==> config.mk <==
export PLATFORM = sky130hd
export DESIGN_NAME = result_serializer
export DESIGN_NICKNAME = d
export VERILOG_FILES = /design/src/rtl/result_serializer.sv
export SDC_FILE = /design/constraint.sdc
export NUM_CORES = 1
export LEC_CHECK = 0
export BUFFER_PORTS_ARGS = -buffer_cell sky130_fd_sc_hd__buf_2
export CORE_UTILIZATION = 35
export DETAILED_ROUTE_END_ITERATION = 10
export GPL_ROUTABILITY_DRIVEN = 1
export PLACE_DENSITY_LB_ADDON = 0.05
export SLEW_MARGIN = 20
export SYNTH_ARGS = -nofsm -noshare
export SYNTH_HDL_FRONTEND = slang
export SYNTH_SLANG_ARGS = --single-unit
export TNS_END_PERCENT = 5
==> constraint.sdc <==
create_clock -name clk -period 4.7 [get_ports clk]
set_input_delay 0.235 -clock clk [delete_from_list [all_inputs] [get_ports clk]]
set_output_delay 0.235 -clock clk [all_outputs]
set_load 0.02 [all_outputs]
==> src/rtl/result_serializer.sv <==
// Byte-serial output stage: buffers one 128-bit ciphertext and one 256-bit MAC and streams them
// LSB byte first, cipher burst then MAC burst. Define RESULT_SER_PARITY_EN to add o_parity.
module result_serializer #(
  parameter int unsigned GAP_CYCLES = 2
) (
  input  logic         clk,
  input  logic         rst_n,
  input  logic [127:0] i_cipher,
  input  logic         i_cipher_valid,
  output logic         o_cipher_ready,
  input  logic [255:0] i_mac,
  input  logic         i_mac_valid,
  output logic         o_mac_ready,
  output logic [7:0]   o_data,
  output logic         o_valid,
  output logic         o_done
`ifdef RESULT_SER_PARITY_EN
  ,
  output logic         o_parity
`endif
);

  typedef enum logic [2:0] {
    StIdle,
    StCipher,
    StGap,
    StMacWait,
    StMac,
    StDone
  } state_e;

  localparam logic [4:0] GapLast = 5'(GAP_CYCLES - 1);

  state_e         state_q, state_d;
  logic   [4:0]   cnt_q, cnt_d;
  logic   [127:0] cipher_q;
  logic           cipher_full_q, cipher_full_d;
  logic   [255:0] mac_q;
  logic           mac_full_q, mac_full_d;
  logic           cipher_cap, mac_cap;
  logic           cipher_clr, mac_clr;
  logic   [7:0]   data_q, data_d;
  logic           valid_q, valid_d;
  logic           done_q, done_d;

  assign o_cipher_ready = ~cipher_full_q;
  assign o_mac_ready    = ~mac_full_q;
  assign cipher_cap     = i_cipher_valid & ~cipher_full_q;
  assign mac_cap        = i_mac_valid & ~mac_full_q;

  always_comb begin
    state_d    = state_q;
    cnt_d      = cnt_q;
    cipher_clr = 1'b0;
    mac_clr    = 1'b0;
    unique case (state_q)
      StIdle: begin
        if (cipher_full_q) begin
          state_d = StCipher;
          cnt_d   = '0;
        end
      end
      StCipher: begin
        if (cnt_q == 5'd15) begin
          cnt_d      = '0;
          cipher_clr = 1'b1;
          state_d    = StGap;
        end else begin
          cnt_d = cnt_q + 5'd1;
        end
      end
      StGap: begin
        if (cnt_q == GapLast) begin
          cnt_d   = '0;
          state_d = mac_full_q ? StMac : StMacWait;
        end else begin
          cnt_d = cnt_q + 5'd1;
        end
      end
      StMacWait: begin
        if (mac_full_q) begin
          state_d = StMac;
          cnt_d   = '0;
        end
      end
      StMac: begin
        if (cnt_q == 5'd31) begin
          cnt_d   = '0;
          mac_clr = 1'b1;
          state_d = StDone;
        end else begin
          cnt_d = cnt_q + 5'd1;
        end
      end
      StDone: begin
        // A cipher captured during the previous result starts right after the done pulse.
        state_d = cipher_full_q ? StCipher : StIdle;
        cnt_d   = '0;
      end
      default: begin
        state_d = StIdle;
        cnt_d   = '0;
      end
    endcase

    // Capture needs an empty buffer and clearing needs a full one, so they never coincide.
    cipher_full_d = cipher_cap ? 1'b1 : (cipher_clr ? 1'b0 : cipher_full_q);
    mac_full_d    = mac_cap ? 1'b1 : (mac_clr ? 1'b0 : mac_full_q);

    // Outputs are registered, so they are decoded from the next state and count.
    valid_d = (state_d == StCipher) || (state_d == StMac);
    done_d  = (state_d == StDone);
    data_d  = 8'h00;
    if (state_d == StCipher) begin
      data_d = cipher_q[{cnt_d[3:0], 3'b000} +: 8];
    end else if (state_d == StMac) begin
      data_d = mac_q[{cnt_d, 3'b000} +: 8];
    end
  end

  always_ff @(posedge clk) begin
    if (!rst_n) begin
      state_q       <= StIdle;
      cnt_q         <= '0;
      cipher_q      <= '0;
      cipher_full_q <= 1'b0;
      mac_q         <= '0;
      mac_full_q    <= 1'b0;
      data_q        <= '0;
      valid_q       <= 1'b0;
      done_q        <= 1'b0;
    end else begin
      state_q       <= state_d;
      cnt_q         <= cnt_d;
      cipher_full_q <= cipher_full_d;
      mac_full_q    <= mac_full_d;
      data_q        <= data_d;
      valid_q       <= valid_d;
      done_q        <= done_d;
      if (cipher_cap) begin
        cipher_q <= i_cipher;
      end
      if (mac_cap) begin
        mac_q <= i_mac;
      end
    end
  end

  assign o_data  = data_q;
  assign o_valid = valid_q;
  assign o_done  = done_q;

`ifdef RESULT_SER_PARITY_EN
  logic parity_q;

  always_ff @(posedge clk) begin
    if (!rst_n) begin
      parity_q <= 1'b0;
    end else begin
      parity_q <= ^data_d;
    end
  end

  assign o_parity = parity_q;
`endif

endmodule

==> summary.txt, run 1 <==
Tightest Pin Transition = 1.04 ns
Fin crit period = 4.11 ns
Asr flop ratio synth = 0%
Worst r2r path cells = 15
Synth Net Count = 2668
Starting density of the core = 35.7%
DRT iter0 DRCs = 1183
Die area = 53600 sq um
RSZ-0062 raised after global routing = no
# rows = 83
Max-cap violations = 0
Yosys cell types = 51
Pre-CTS setup slack = 0.601 ns
Slew HR = 30.9%
CP Capture Type = flip-flop
Worst setup margin = 0.592 ns
EDFF count, synth = 0
First-pass GRT wire length = 105 mm
GRT overflow = 0
Die height = 231 microns
Vias in the first global route = 18.3k
Vias post-DR = 18.3k
Worst path slowest cell = dfxtp_1
Syn Inst Count = 2275
CP required = 5.16 ns
Detailed Route WL = 69.6 mm
Port buffer count = 399
Worst-path fanout max = 28
Fin Hold WS = 0.0346 ns
CTS max path bufs = 3
Sequential share of the synthesized area = 43.9%
CP startpoint kind = flip-flop
Post-DR wirelength/cell = 19.0 microns
Cell Count, Final, Fillers Out = 3661
HPWL after DPL = 48.2 mm
Final ANT Viol Nets = 0
Mapped Avg Cell Area = 8.10 sq um
DP Cell Count = 3205
Cells along the critical path = ha_1, and2_1, nand2_1, inv_1, ha_1, nor4b_1, a21oi_1, a21o_1, nand2_4, buf_4, nor2_1, a32oi_1, a21oi_1, a211oi_1, or3_1
Largest net degree at the start of global routing = 119
Status = finished, final reports clean
Num CTS Buffers = 45
Antenna violations before repair = 1
Synth-to-layout area growth = 41.8%
Layout cells sized above 1 = 18.8%
CP peak stage delay = 0.51 ns
Vias per cell = 5.01
Ports = 400
Crit path arrival time = 4.57 ns
Post-CTS sizing = 0
Post-CTS setup buffers = 0
Cell Pwr Density = 332 nW/um^2
Setup tns final = 0 ns
Hold crit path type = in2reg
TritonCTS clock tree = yes
H-tree depth = 2
Total Routing Usage GR = 25.4%
Clock-pin slew on the worst setup and hold paths = 0.06 ns
Max Freq = 0.243 GHz
Max-slew violation count = 0
Remaining DRCs = 0
Synthesis-stage register bit count = 404
Pre-antenna DRT Iters = 5
Core Region = 51600 sq um
Final Net Count = 3339
Hold Path Stages = 3
Clk root buf = clkbuf_16
Final period utilization = 87.4%
Die X = 231 microns
Tot Pwr = 8660 uW
# clock sinks = 404
Final Skew = 0.0153 ns
Final setup violation count = 0
Dominant synthesized flop cell = dfxtp_1
Final hold viol count = 0
Skew-Pair Late Insertion Delay = 0.58 ns
Synth Warn # = 0
Leak = 0.0103 uW
Mapped Area = 18400 sq um
Routability cong. = 0.865
Maximum vdd drop = 0.223 mV
Crit Path Category = reg2reg
==> layout by cell type (no fill, tap or decap), types with 17 or more instances in the layout <==
master           n
dfxtp_1        404
nor2_1          17
mux4_2          44
a21boi_0       385
buf_4           27
nand2_1        950
mux2i_1         33
nand3_1         43
a21oi_1         20
clkbuf_16       45
a31oi_1         22
buf_2          398
dlygate4sd3_1  373
==> worst max-delay path, delay by kind of cell (launching register included) <==
family / cells / cell delay, ns
AOI/OAI and AO/OA: 5 / 1.18
buffers and inverters: 2 / 0.44
adders and majority gates: 2 / 0.46
DFF: 1 / 0.51
and+or+nand+nor: 6 / 1.42
==> worst paths after layout <==
path,start,to,slack (ns)
worst min register to register,mac_q[20],mac_q[20],0.46
worst max-delay path,cnt_q[0],o_data[0],0.59
worst min-delay path,i_mac[233],mac_q[233],0.03
worst max register to register,cnt_q[0],o_data[0],0.59
==> synth_stat cells, types with 2 or more instances <==
master,instances,area share (%)
nand2_1,953,19
a311oi_1,11,0.52
nor3_1,6,0.16
o21ai_0,15,0.41
buf_4,3,0.12
mux2i_1,33,1.8
o31ai_1,4,0.16
nor2b_1,5,0.17
ha_1,5,0.34
nand3_1,43,1.2
nand4_1,13,0.44
and2_1,11,0.37
buf_1,11,0.22
a21boi_0,385,16
a21oi_1,20,0.54
a32oi_1,16,0.76
a31oi_1,22,0.75
inv_1,8,0.16
a211oi_1,13,0.53
a21o_1,3,0.12
nand2b_1,3,0.10
a22oi_1,8,0.33
buf_2,27,0.73
nor2_1,17,0.35
or3_1,7,0.24
dfxtp_1,404,44
o22ai_1,2,0.068
buf_6,6,0.37
a221oi_1,8,0.38
o311ai_0,2,0.095
and3_1,12,0.41
clkbuf_1,136,2.8
mux4_2,44,5.4
nor4b_1,2,0.095
==> power breakdown <==
group          switching (uW)  total, uW  internal (uW)  leakage (uW)
combinational             709       1370            663       0.00631
sequential                128       3750           3620       0.00331
clock                    1440       3540           2100      0.000725
==> per-layer routing <==
| metal | up-vias | global-route usage [%] | wire, microns |
|---|---|---|---|
| met2 | 528 | 40.7 | 31800 |
| met4 | 0 | 10.1 | 2680 |
| met1 | 8680 | 33.9 | 31700 |
| li1 | 8988 | - | - |
| met3 | 152 | 4.31 | 3390 |
| met5 | - | 0 | 0 |
==> layout make-up <==
class                      instances  area [sq um]
fill                            4929         25500
multi-input combinational       1680          9590
sequential                       404          8090
timing repair buffer             807          6100
clock buffer                      65          1270
tap                              680           851
clock inverter                    16           191
inverter                           8          30.0
antenna                            1          2.50
==> metrics by stage <==
stage               area [sq um]  utilization [%]
detailed placement         20900             40.5
floorplan                  18400                -
CTS                        26100             50.6
finish                     26100             50.6
global placement           20900             40.5
global route               26100             50.6
==> repair_timing <==
action	4_1_cts	5_1_grt
endpoints found under the setup margin	0	0
endpoints found under the hold margin	372	1
hold buffers	372	1
==> logic make-up after synthesis <==
group | after synthesis | share of synthesized area, %
fa+ha+maj | 5 | 0.340
mux | 77 | 7.17
flops | 404 | 43.9
buf+inv | 191 | 4.38
xor+xnor | 1 | 0.0476
compound gates | 517 | 20.7
simple gates | 1080 | 23.4
==> registers in the layout, indices dropped and copies added (netlist names) <==
register,count
cipher_q,128
cipher_full_q,1
o_data,8
state_q,3
o_done,1
cnt_q,5
o_valid,1
mac_q,256
mac_full_q,1
Power figures use the tool's default switching activity.
==> inputs of run 2 (changes only) <==
==> constraint.sdc (replaced) <==
create_clock -name clk -period 4.7 [get_ports clk]
set_input_delay 0.705 -clock clk [delete_from_list [all_inputs] [get_ports clk]]
set_output_delay 0.705 -clock clk [all_outputs]
set_load 0.02 [all_outputs]
==> summary.txt, run 2 (synthesis results as in run 1) <==
Final instance area = 22400 sq um (-14%)
DRT iter0 DRCs = 1232 (+4.1%)
TritonCTS clock tree = yes
Finished Core Util = 43.3% (-7.3 points)
Die height = 231 microns (unchanged)
WP buf/inv = 2 (unchanged)
Hold crit path type = in2reg
Placed Area = 20900 sq um (about the same)
Core Region = 51600 sq um (unchanged)
Cell Pwr Density = 372 nW/um^2 (+12%)
Slew HR = 30.1% (-0.79 points)
Worst r2r path cells = 14 (-1)
Die area = 53600 sq um (unchanged)
Antenna violations before repair = 0 (-1)
Hold Crit Endpoint = cipher_q[39]
Post-CTS sizing = 0 (unchanged)
Top Family by Delay on Critical Path = simple AND/OR/NAND/NOR gates
Num CTS Buffers = 45 (unchanged)
Clock-pin slew on the worst setup and hold paths = 0.06 ns (about the same)
Most common cell after layout, fill and taps aside = nand2_1
Maximum vdd drop = 0.233 mV (+4.5%)
CTS max path bufs = 3 (unchanged)
HPWL after DPL = 48.2 mm (about the same)
Detailed Route WL = 64.8 mm (-6.8%)
CP peak stage delay = 0.40 ns (-0.11 ns)
Post-DR wirelength/cell = 19.7 microns (+3.8%)
Layout cells sized above 1 = 21.6% (+2.8 points)
Largest net degree at the start of global routing = 121 (+1.7%)
Final Net Count = 2966 (-11%)
Max Freq = 0.243 GHz (-0.14%)
CP startpoint kind = flip-flop
Vias per cell = 5.12 (+2.2%)
# clock sinks = 404 (unchanged)
Final hold viol count = 0 (unchanged)
First-pass GRT wire length = 97.2 mm (-7.5%)
Final setup violation count = 0 (unchanged)
RR Startpoint = cnt_q[0]
Tot Pwr = 8330 uW (-3.9%)
Cells along the critical path = ha_1, and2_1, nand2_1, inv_1, ha_1, nor4b_1, a21oi_1, a21o_1, nand2_4, buf_12, mux4_2, a22oi_1, nand3_1, or3_1
Max reg flops = 256 (unchanged)
Port buffer count = 399 (unchanged)
Die X = 231 microns (unchanged)
Layout fillers = 5316 (+7.9%)
Final ANT Viol Nets = 0 (unchanged)
GRT overflow = 0 (unchanged)
H-tree depth = 2 (unchanged)
Post-CTS setup buffers = 0 (unchanged)
Ports = 400 (unchanged)
Skew-Pair Late Insertion Delay = 0.58 ns (about the same)
Crit path arrival time = 4.56 ns (about the same)
Pre-antenna DRT Iters = 5 (unchanged)
Synth-to-layout area growth = 21.4%
Worst path slowest cell = dfxtp_1
Routability cong. = 0.852 (-1.6%)
Clk root buf = clkbuf_16
Leak = 0.00877 uW (-15%)
Max-cap violations = 0 (unchanged)
Register bank with the most flops = mac_q
Max-slew violation count = 0 (unchanged)
CTS Hold Bufs = 0 (-100%)
CP required = 5.15 ns (about the same)
Min-delay src = i_cipher[39]
Crit Path Category = reg2reg
Setup tns final = 0 ns (unchanged)
R2r endpoint = o_data[7]
Starting density of the core = 35.7% (unchanged)
Fin crit period = 4.11 ns (+0.00566 ns)
Remaining DRCs = 0 (unchanged)
RSZ-0062 raised after global routing = no
Hold Path Stages = 3 (unchanged)
Final period utilization = 87.5% (+0.12 points)
Vias post-DR = 16.8k (-8.2%)
Critical Path Most Common Cell = ha_1
Total Routing Usage GR = 23.7% (-1.7 points)
Tightest Pin Transition = 1.05 ns (+0.0118 ns)
Final Skew = 0.0201 ns (+0.00482 ns)
Commonest cells after routing, fill and taps aside = nand2_1 (950), dfxtp_1 (404), buf_2 (398), a21boi_0 (385), clkbuf_16 (47)
Vias in the first global route = 16.4k (-10%)
# rows = 83 (unchanged)
R2R Setup Slk = 0.59 ns (about the same)
Status = finished, final reports clean
CP Capture Type = flip-flop
Worst-path fanout max = 26 (-7.1%)
==> run 2: where the power goes <==
part	internal, uW	switching, uW	leakage, uW
Clock	2000	1460	0.000711
Sequential	3620	127	0.00331
Combinational	457	663	0.00475
==> run 2: per-layer routing <==
layer	part of all wire [%]	global-route usage [%]	wire length [microns]	vias up
met4	2.0	6.31	1290	0
met5	0	0	0	-
met1	46	33.3	30100	8009
met3	6.2	3.54	4020	78
li1	-	-	-	8246
met2	45	37.5	29500	513
==> run 2: area by class of cell <==
type	count	area [sq um]	area share (%)
repair buffers	434	2360	10.5
flip-flops and latches	404	8090	36.2
well taps	680	851	3.80
diodes	1	2.50	0.0112
multi-input cells	1680	9590	42.9
clock buffers	69	1370	6.12
clock inverters	13	76.3	0.341
inverters	8	30.0	0.134
==> run 2: worst register-to-register path, stage by stage (launching register included) <==
cell and delay (ns):
dfxtp_1 0.40, ha_1 0.27, and2_1 0.17, nand2_1 0.09
inv_1 0.06, ha_1 0.20, nor4b_1 0.35, a21oi_1 0.17
a21o_1 0.26, nand2_4 0.37, buf_12 0.27, mux4_2 0.33
a22oi_1 0.36, nand3_1 0.31, or3_1 0.38
==> run 2: metrics by stage <==
| stage | instances | hold slack [ns] | setup WS [ns] |
|---|---|---|---|
| after detailed placement | 3205 | 0.457 | 0.697 |
| after floorplan | 2275 | 0.439 | 1.44 |
| final | 3289 | 0.372 | 0.586 |
| after CTS | 3287 | 0.339 | 0.669 |
| after global routing | 3288 | 0.359 | 0.366 |
| after global placement | 3205 | 0.451 | 0.725 |
==> run 2: worst max-delay path by stage <==
stage | from | end | slack [ns] | depth (start not counted)
after floorplan | cnt_q[0] | o_data[0] | 1.44 | 16
after global placement | cnt_q[0] | o_data[7] | 0.73 | 14
after detailed placement | cnt_q[0] | o_data[7] | 0.70 | 14
after CTS | cnt_q[0] | o_data[7] | 0.67 | 14
after global routing | cnt_q[0] | o_data[7] | 0.37 | 14
final | cnt_q[0] | o_data[7] | 0.59 | 14
==> inputs of run 3 (changes only) <==
--- a/config.mk
+++ b/config.mk
@@ -6,6 +6,7 @@
 export NUM_CORES = 1
 export LEC_CHECK = 0
 export BUFFER_PORTS_ARGS = -buffer_cell sky130_fd_sc_hd__buf_2
+export CORE_ASPECT_RATIO = 0.5
 export CORE_UTILIZATION = 35
 export DETAILED_ROUTE_END_ITERATION = 10
 export GPL_ROUTABILITY_DRIVEN = 1
==> summary.txt, run 3 (synthesis results as in run 1) <==
Cells along the critical path = ha_1, and2_1, nand2_1, inv_1, ha_1, nor4b_1, a21oi_1, a21o_1, nand2_4, buf_4, nor2_1, a32oi_1, nand3_1, a211oi_1, or3_1
Final setup violation count = 0 (unchanged)
Max Freq = 0.243 GHz (-0.23%)
Final period utilization = 87.7% (+0.20 points)
TritonCTS clock tree = yes
Synth-to-layout area growth = 20.9%
DP Cell Count = 3230 (+0.78%)
Clk root buf = clkbuf_16
Setup tns final = 0 ns (unchanged)
Core Region = 52000 sq um (+0.69%)
CP required = 5.21 ns (+0.06 ns)
Tightest Pin Transition = 1.06 ns (+0.0134 ns)
Vias post-DR = 16.4k (-2.6%)
Placed Area = 21000 sq um (+0.45%)
Maximum vdd drop = 0.164 mV (-29%)
Vias in the first global route = 15.7k (-4.4%)
Routability cong. = 0.884 (+3.9%)
Min-delay src = i_mac[121]
Max-slew violation count = 0 (unchanged)
Cell Count, Final, Fillers Out = 3300 (+0.33%)
Num CTS Buffers = 40 (-11%)
CP peak stage delay = 0.55 ns (+0.15 ns)
Worst-path fanout max = 25 (-3.8%)
Die X = 326 microns (+41%)
Final Skew = 0.0185 ns (-0.00167 ns)
Final ANT Viol Nets = 0 (unchanged)
Most common cell after layout, fill and taps aside = nand2_1
Post-CTS sizing = 0 (unchanged)
DRT iter0 DRCs = 1139 (-7.5%)
Hold crit path type = in2reg
ANT cells = 0 (-1)
Post-CTS setup buffers = 0 (unchanged)
Vias per cell = 4.97 (-2.9%)
GRT overflow = 0 (unchanged)
Final instance area = 22300 sq um (-0.38%)
Slew HR = 29.2% (-0.89 points)
# clock sinks = 404 (unchanged)
Crit path arrival time = 4.63 ns (+0.07 ns)
Port buffer count = 399 (unchanged)
Leak = 0.00873 uW (-0.51%)
# rows = 59 (-29%)
Fin crit period = 4.12 ns (+0.00928 ns)
Starting density of the core = 35.4% (-0.24 points)
Clock-pin slew on the worst setup and hold paths = 0.07 ns (about the same)
CP startpoint kind = flip-flop
CP Capture Type = flip-flop
Die area = 53600 sq um (+0.10%)
Finished Core Util = 42.9% (-0.46 points)
Cell Pwr Density = 362 nW/um^2 (-2.8%)
Largest net degree at the start of global routing = 125 (+3.3%)
Total Routing Usage GR = 22.6% (-1.0 points)
Crit Path Category = reg2reg
CTS Hold Bufs = 0 (unchanged)
Ports = 400 (unchanged)
H-tree depth = 2 (unchanged)
Pre-CTS setup slack = 0.605 ns (-0.0915 ns)
Critical Path Most Common Cell = ha_1
Worst setup margin = 0.577 ns (-0.00928 ns)
Die height = 164 microns (-29%)
Final Net Count = 2964 (-0.067%)
Antenna violations before repair = 2 (+2)
Status = finished, final reports clean
Detailed Route WL = 62.2 mm (-4.1%)
Final hold viol count = 0 (unchanged)
CTS max path bufs = 3 (unchanged)
Pre-antenna DRT Iters = 5 (unchanged)
Commonest cells after routing, fill and taps aside = nand2_1 (950), dfxtp_1 (404), buf_2 (398), a21boi_0 (385), mux4_2 (44)
First-pass GRT wire length = 92.8 mm (-4.6%)
Post-DR wirelength/cell = 18.8 microns (-4.4%)
Max reg flops = 256 (unchanged)
Critical Path Source = cnt_q[0]
Worst path slowest cell = a211oi_1
Skew-Pair Late Insertion Delay = 0.56 ns (-0.02 ns)
Layout cells sized above 1 = 21.5% (-0.12 points)
Max-cap violations = 0 (unchanged)
RSZ-0062 raised after global routing = no
Remaining DRCs = 0 (unchanged)
HPWL after DPL = 46.2 mm (-4.0%)
RR Startpoint = cnt_q[0]
Register bank with the most flops = mac_q
-- run 3: cell count changes in the layout (fill, tap and decap cells not counted), sizes merged --
cell,change
buf,+3
bufinv,+1
clkbuf,-11
clkinv,-1
clkinvlp,-2
diode,-1
inv,+1
-- run 3: critical path: cells and delay by family, from the launching register on --
| family | cells | cell delay, ns |
|---|---|---|
| buffers and inverters | 2 | 0.46 |
| AND/OR/NAND/NOR | 7 | 1.43 |
| flip-flops | 1 | 0.40 |
| AO/OA/AOI/OAI | 4 | 1.27 |
| adder cells (fa/ha/maj) | 2 | 0.48 |
-- run 3: worst paths after layout --
path | slack [ns] | cells past startpoint | end
max | 0.58 | 15 | o_data[4]
min | 0.39 | 3 | mac_q[121]
max reg2reg | 0.58 | 15 | o_data[4]
min reg2reg | 0.46 | 2 | mac_q[41]
-- run 3: power breakdown --
part	internal [uW]	leakage, uW	switching (uW)
Clock	1820	0.000640	1400
Sequential	3620	0.00331	133
Combinational	465	0.00477	627
-- run 3: cell type report --
class / count / area, sq um
Clock buffer: 58 / 1190
Clock inverter: 12 / 98.8
Fill cell: 5471 / 29700
Inverter: 8 / 30.0
Multi-Input combinational cell: 1680 / 9590
Sequential cell: 404 / 8090
Tap cell: 701 / 877
Timing Repair Buffer: 437 / 2400
-- run 3: per-stage QoR --
step	power, uW	hold slack (ns)
global route	8430	0.387
CTS	8160	0.374
detailed placement	4930	0.457
floorplan	4460	0.439
global placement	4930	0.452
finish	8060	0.394
-- run 3: layer usage --
metal  part of all wire, %  global-route usage, %
met1                    46                   30.1
met2                    47                   37.8
met3                   5.2                   4.49
met4                   2.0                   5.20
met5                 0.011                      0
